**src/rtl/spmv_fp16_mul.sv**
```systemverilog
// Two-stage pipelined FP16 multiplier feeding the SpMV accumulate adder.
// Exponent 0 reads as zero, no subnormals, truncation, saturation on overflow.
module spmv_fp16_mul #(
  parameter int unsigned FP16  = 16,
  parameter int unsigned CNT_W = 16
) (
  input  logic             i_clk,
  input  logic             i_rst,
  input  logic [FP16-1:0]  i_a,
  input  logic [FP16-1:0]  i_b,
  input  logic             i_valid,
  input  logic             i_last,
  output logic             o_ready,
  output logic [FP16-1:0]  o_mul_result,
  output logic             o_valid,
  output logic             o_last,
  input  logic             i_ready,
  output logic [CNT_W-1:0] o_prod_cnt
);

  // Stage 1 state
  logic        s1_valid_q, s1_valid_d;
  logic        s1_sign_q, s1_sign_d;
  logic [6:0]  s1_esum_q, s1_esum_d;
  logic [21:0] s1_prod_q, s1_prod_d;
  logic        s1_zero_q, s1_zero_d;
  logic        s1_last_q, s1_last_d;

  // Stage 2 state
  logic        s2_valid_q, s2_valid_d;
  logic [15:0] s2_res_q, s2_res_d;
  logic        s2_last_q, s2_last_d;

  logic [CNT_W-1:0] cnt_q, cnt_d;

  logic              adv;
  logic signed [7:0] exp_s;
  logic [9:0]        man;
  logic [15:0]       res;
  // Truncated low product bits never reach the result.
  logic [9:0]        unused_prod_lo;

  assign unused_prod_lo = s1_prod_q[9:0];

  // The pipeline moves as a unit whenever the output slot is empty or drained.
  assign adv     = !s2_valid_q || i_ready;
  assign o_ready = adv;

  // Normalise, range-check and pack the stage-1 product.
  always_comb begin
    exp_s = $signed({1'b0, s1_esum_q}) - 8'sd15 + $signed({7'b0, s1_prod_q[21]});
    man   = s1_prod_q[21] ? s1_prod_q[20:11] : s1_prod_q[19:10];
    res   = {s1_sign_q, exp_s[4:0], man};
    if (s1_zero_q || exp_s <= 8'sd0) begin
      res = 16'h0000;
    end else if (exp_s >= 8'sd31) begin
      res = {s1_sign_q, 5'b11110, 10'h3FF};
    end
  end

  // Next-state for both stages and the handoff counter.
  always_comb begin
    s1_valid_d = s1_valid_q;
    s1_sign_d  = s1_sign_q;
    s1_esum_d  = s1_esum_q;
    s1_prod_d  = s1_prod_q;
    s1_zero_d  = s1_zero_q;
    s1_last_d  = s1_last_q;
    s2_valid_d = s2_valid_q;
    s2_res_d   = s2_res_q;
    s2_last_d  = s2_last_q;
    cnt_d      = cnt_q;
    if (adv) begin
      s1_valid_d = i_valid;
      s1_sign_d  = i_a[15] ^ i_b[15];
      s1_esum_d  = {2'b00, i_a[14:10]} + {2'b00, i_b[14:10]};
      s1_prod_d  = {11'b0, 1'b1, i_a[9:0]} * {11'b0, 1'b1, i_b[9:0]};
      s1_zero_d  = (i_a[14:10] == 5'd0) || (i_b[14:10] == 5'd0);
      s1_last_d  = i_last;
      s2_valid_d = s1_valid_q;
      s2_res_d   = res;
      s2_last_d  = s1_last_q;
    end
    if (s2_valid_q && i_ready) begin
      cnt_d = cnt_q + CNT_W'(1);
    end
  end

  // Pipeline and counter registers with synchronous reset.
  always_ff @(posedge i_clk) begin
    if (i_rst) begin
      s1_valid_q <= 1'b0;
      s1_sign_q  <= 1'b0;
      s1_esum_q  <= '0;
      s1_prod_q  <= '0;
      s1_zero_q  <= 1'b0;
      s1_last_q  <= 1'b0;
      s2_valid_q <= 1'b0;
      s2_res_q   <= '0;
      s2_last_q  <= 1'b0;
      cnt_q      <= '0;
    end else begin
      s1_valid_q <= s1_valid_d;
      s1_sign_q  <= s1_sign_d;
      s1_esum_q  <= s1_esum_d;
      s1_prod_q  <= s1_prod_d;
      s1_zero_q  <= s1_zero_d;
      s1_last_q  <= s1_last_d;
      s2_valid_q <= s2_valid_d;
      s2_res_q   <= s2_res_d;
      s2_last_q  <= s2_last_d;
      cnt_q      <= cnt_d;
    end
  end

  assign o_mul_result = s2_res_q;
  assign o_valid      = s2_valid_q;
  assign o_last       = s2_last_q;
  assign o_prod_cnt   = cnt_q;

endmodule

```
**config.mk**
```make
export PLATFORM = sky130hd
export DESIGN_NAME = spmv_fp16_mul
export DESIGN_NICKNAME = d
export VERILOG_FILES = /design/src/rtl/spmv_fp16_mul.sv
export SDC_FILE = /design/constraint.sdc
export NUM_CORES = 1
export LEC_CHECK = 0
export ABC_AREA = 1
export BUFFER_PORTS_ARGS = -buffer_cell sky130_fd_sc_hd__buf_2
export CORE_MARGIN = 3
export CORE_UTILIZATION = 54
export CTS_CLUSTER_DIAMETER = 60
export DETAILED_ROUTE_END_ITERATION = 10
export GPL_TIMING_DRIVEN = 0
export PLACE_DENSITY = 0.83
export SLEW_MARGIN = 20
export SYNTH_ARGS = -nofsm -noshare
export SYNTH_HDL_FRONTEND = slang
export SYNTH_SLANG_ARGS = --single-unit
```
**constraint.sdc**
```tcl
create_clock -name i_clk -period 5.25 [get_ports i_clk]
set_input_delay 0.525 -clock i_clk [delete_from_list [all_inputs] [get_ports i_clk]]
set_output_delay 0.525 -clock i_clk [all_outputs]
set_load 0.05 [all_outputs]
```
==> out/metrics.yaml <==
finish:
  nNetsFinal: 1165
  seqCellArea_um2: 1120
  finalNonFillerCells: 1153
  fillers: 1111
  final_common_cell: "nand2_1"
  final_cell_mix: "221 x nand2_1, 213 x inv_1, 80 x fa_1"
  syn_to_final_growth_pct: 10.0
  final_util_pct: 61.4
  num_antenna_cells: 0
  layout-drive-gt1-share_pct: 13.7
  multi_input_area_um2: 4690
run_status:
  status: "finished, final reports clean"
grt:
  grt.total_usage_pct: 21.6
  gr-total-overflow: 0
  grt_pass1_vias: 5826
  grt_pass1_wl_um: 25800
  grt_max_degree: 18
  antenna_found_initial: 0
timing:
  hold_violations: 0
  finClkSkew_ns: 0.00698
  setup_viol: 0
  worst_pin_slew_ns: 0.593
  maxSlewHeadroom_pct: 60.5
  rsz0062_at_grt: "false"
  timing.final.ws_setup_ns: 0.259
  fin_crit_sh_pct: 95.1
  max_freq_mhz: 200
  period_needed_ns: 4.99
  slew_viol_final: 0
  tns_ns: 0
synth:
  synth_cells: 921
  ys_warn_count: 0
  synth_edf_count: 0
  synth-xor-area-share_pct: 1.68
  yosys.area_share.adder_pct: 35.4
  synth.cell_area_um2: 6790
  ys_types: 43
  ys.flop_type: "dfxtp_1"
  avgSynthCellArea_um2: 7.38
  async_flop_share_pct: 0
  synth_fp_nets: 1102
  synth-simple-area-share_pct: 21.3
  synth-compound-area-share_pct: 10.6
  synth_seq_cells: 56
  synth_top_family_by_area: "adder cells"
  ys_seq_area_share_pct: 16.5
  muxShareOfSynthArea_pct: 0
critical_path:
  rr_startpoint: "s1_prod_q[21]$_SDFFE_PP0P_"
  r2r_end: "o_mul_result[5]$_SDFFE_PP0P_"
  ff2ff_setup_slack_ns: 2.82
  worstPathRequired_ns: 5.44
  end_kind: "flop"
  path_max_fanout: 10
  crit_path_start_kind: "input port"
  crit_type: "in2reg"
  reg2regPathDepth: 13
  cp.arrival_ns: 5.18
run:
  maxCapViolCount: 0
min_path:
  hold_path.class: "reg2reg"
  min_from: "s1_sign_q$_SDFFE_PP0P_"
  worstHoldPathCells: 2
  hold_end: "o_mul_result[15]$_SDFFE_PP0P_"
clock_tree:
  cts-root-buf: "clkbuf_16"
  cts_sinks: 56
  clk_path_buf_depth: 2
  post_cts_buffers: 0
  hold_buffers: 0
  numCtsBuffers: 5
  clkTransAtPathRegs_ns: 0.07
  cts_max_level: 2
  clkLatencyLatePin_ns: 0.29
  cts_tree: "yes"
placed_design:
  dp_cells: 1158
  post-place-ws_ns: -0.337
  io_buffers: 69
  gp_congestion: 0.898
  dp_hpwl_um: 11700
power:
  ir_drop_v: 0.000315
  total_power_mw: 3.45
  powerDensity_nw_per_um2: 462
  cellLeakagePower_nw: 4.22
drt:
  routed_wl_um: 14200
  viasPerCell: 5.04
  avgRoutedWirePerCell_um: 12.3
  vias: 5816
  postRouteAntennaNets: 0
  remaining_drc_errors: 0
  drt-pass1-iter-count: 6
  drt_iter0_drc: 292
floorplanning:
  die_y_um: 118
  die_area_um2: 14000
  num_io_pins: 72
  die_w_um: 118
  initial_utilization_pct: 55.9
  placementRows: 40
  coreArea_um2: 12200
-- how the worst max path moves through the flow --
| stage | startpoint | cells after the start | endpoint | slack (ns) |
|---|---|---|---|---|
| after floorplan | i_b[4] | 22 | s1_prod_q[20]$_SDFFE_PP0P_ | 0.35 |
| after global placement | i_a[3] | 22 | s1_prod_q[21]$_SDFFE_PP0P_ | -0.27 |
| after detailed placement | i_a[3] | 21 | s1_prod_q[21]$_SDFFE_PP0P_ | -0.34 |
| after CTS | i_a[2] | 21 | s1_prod_q[21]$_SDFFE_PP0P_ | 0.01 |
| after global routing | i_a[6] | 22 | s1_prod_q[21]$_SDFFE_PP0P_ | 0.005 |
| final | i_a[2] | 21 | s1_prod_q[21]$_SDFFE_PP0P_ | 0.26 |
-- routing by layer --
metal	global-route usage, %	wire, um	up-vias
met5	0	0	-
met4	4.62	255	0
met3	2.63	612	25
met2	37.4	6870	138
met1	29.2	6470	2744
li1	-	-	2909
-- stage by stage --
stage / cell area (um^2) / hold WS (ns)
floorplan: 6790 / 0.430
global placement: 7350 / 0.445
detailed placement: 7350 / 0.446
CTS: 7500 / 0.458
global route: 7470 / 0.487
finish: 7470 / 0.463
-- power breakdown --
group	switching [mW]	total (mW)	leakage, nW	internal (mW)
clock	0.150	0.341	0.0772	0.191
combinational	1.62	2.57	3.69	0.956
sequential	0.0400	0.537	0.459	0.497
-- area by class of cell --
class / instances / share of cell area (%)
well taps: 168 / 2.81
clock inverters: 2 / 0.184
multi-input cells: 611 / 62.8
repair buffers: 69 / 4.62
plain buffers: 23 / 1.74
clock buffers: 6 / 1.86
flip-flops and latches: 56 / 15.0
inverters: 218 / 11.0
-- worst max-delay path, cell delays in order --
cell and delay, ns:
buf_2 0.08, clkbuf_4 0.20, inv_1 0.08, fa_1 0.53
inv_1 0.05, fa_1 0.52, fa_1 0.54, fa_1 0.54
inv_1 0.05, fa_1 0.53, inv_1 0.04, ha_2 0.37
nand2_1 0.14, nor2_1 0.17, nand4_1 0.15, o21ai_4 0.22
nand2_1 0.10, nand3b_1 0.09, nand3_1 0.10, nand2_1 0.09
inv_1 0.04
-- registers in the layout, summed over array words and instances, names as in the netlist --
register and count:
s1_zero_q 1, o_last 1, s1_prod_q 12, s1_sign_q 1, s1_last_q 1, s1_valid_q 1, o_mul_result 16, s1_esum_q 6
o_prod_cnt 16, o_valid 1
-- logic make-up after synthesis --
kind of cell             count (synthesis)
adder cells (fa/ha/maj)                144
buffers and inverters                  254
flip-flops                              56
XOR/XNOR                                13
AO/OA/AOI/OAI                          121
AND/OR/NAND/NOR                        333
-- synthesized netlist by cell type, types with 3 or more instances --
master | count | area share (%)
inv_1 | 213 | 12
xor2_1 | 9 | 1.2
a21o_1 | 3 | 0.33
nor4_1 | 3 | 0.28
o21ai_1 | 7 | 0.52
o21ai_2 | 7 | 0.90
o21ai_0 | 35 | 2.6
nand3_1 | 23 | 1.7
ha_1 | 64 | 12
nor2_1 | 40 | 2.2
nor2_4 | 4 | 0.66
a21oi_1 | 42 | 3.1
nor3_1 | 9 | 0.66
o21a_1 | 4 | 0.44
dfxtp_1 | 56 | 17
fa_1 | 80 | 24
o211ai_1 | 3 | 0.33
xnor2_1 | 4 | 0.52
nand2_1 | 221 | 12
nand2_2 | 8 | 0.74
nor2_2 | 4 | 0.37
buf_4 | 3 | 0.33
nand4_1 | 10 | 0.92
a21oi_2 | 10 | 1.3
clkbuf_1 | 28 | 1.5
inv_2 | 4 | 0.22
o21bai_1 | 7 | 0.77
-- repair_timing --
item | CTS | global route
resized for setup | 0 | 13
cloned | 0 | 0
endpoints found under the hold margin | 0 | 0
pin swaps | 0 | 0
setup endpoints to repair | 2 | 9
No activity file was read; power rests on OpenSTA's default activity.
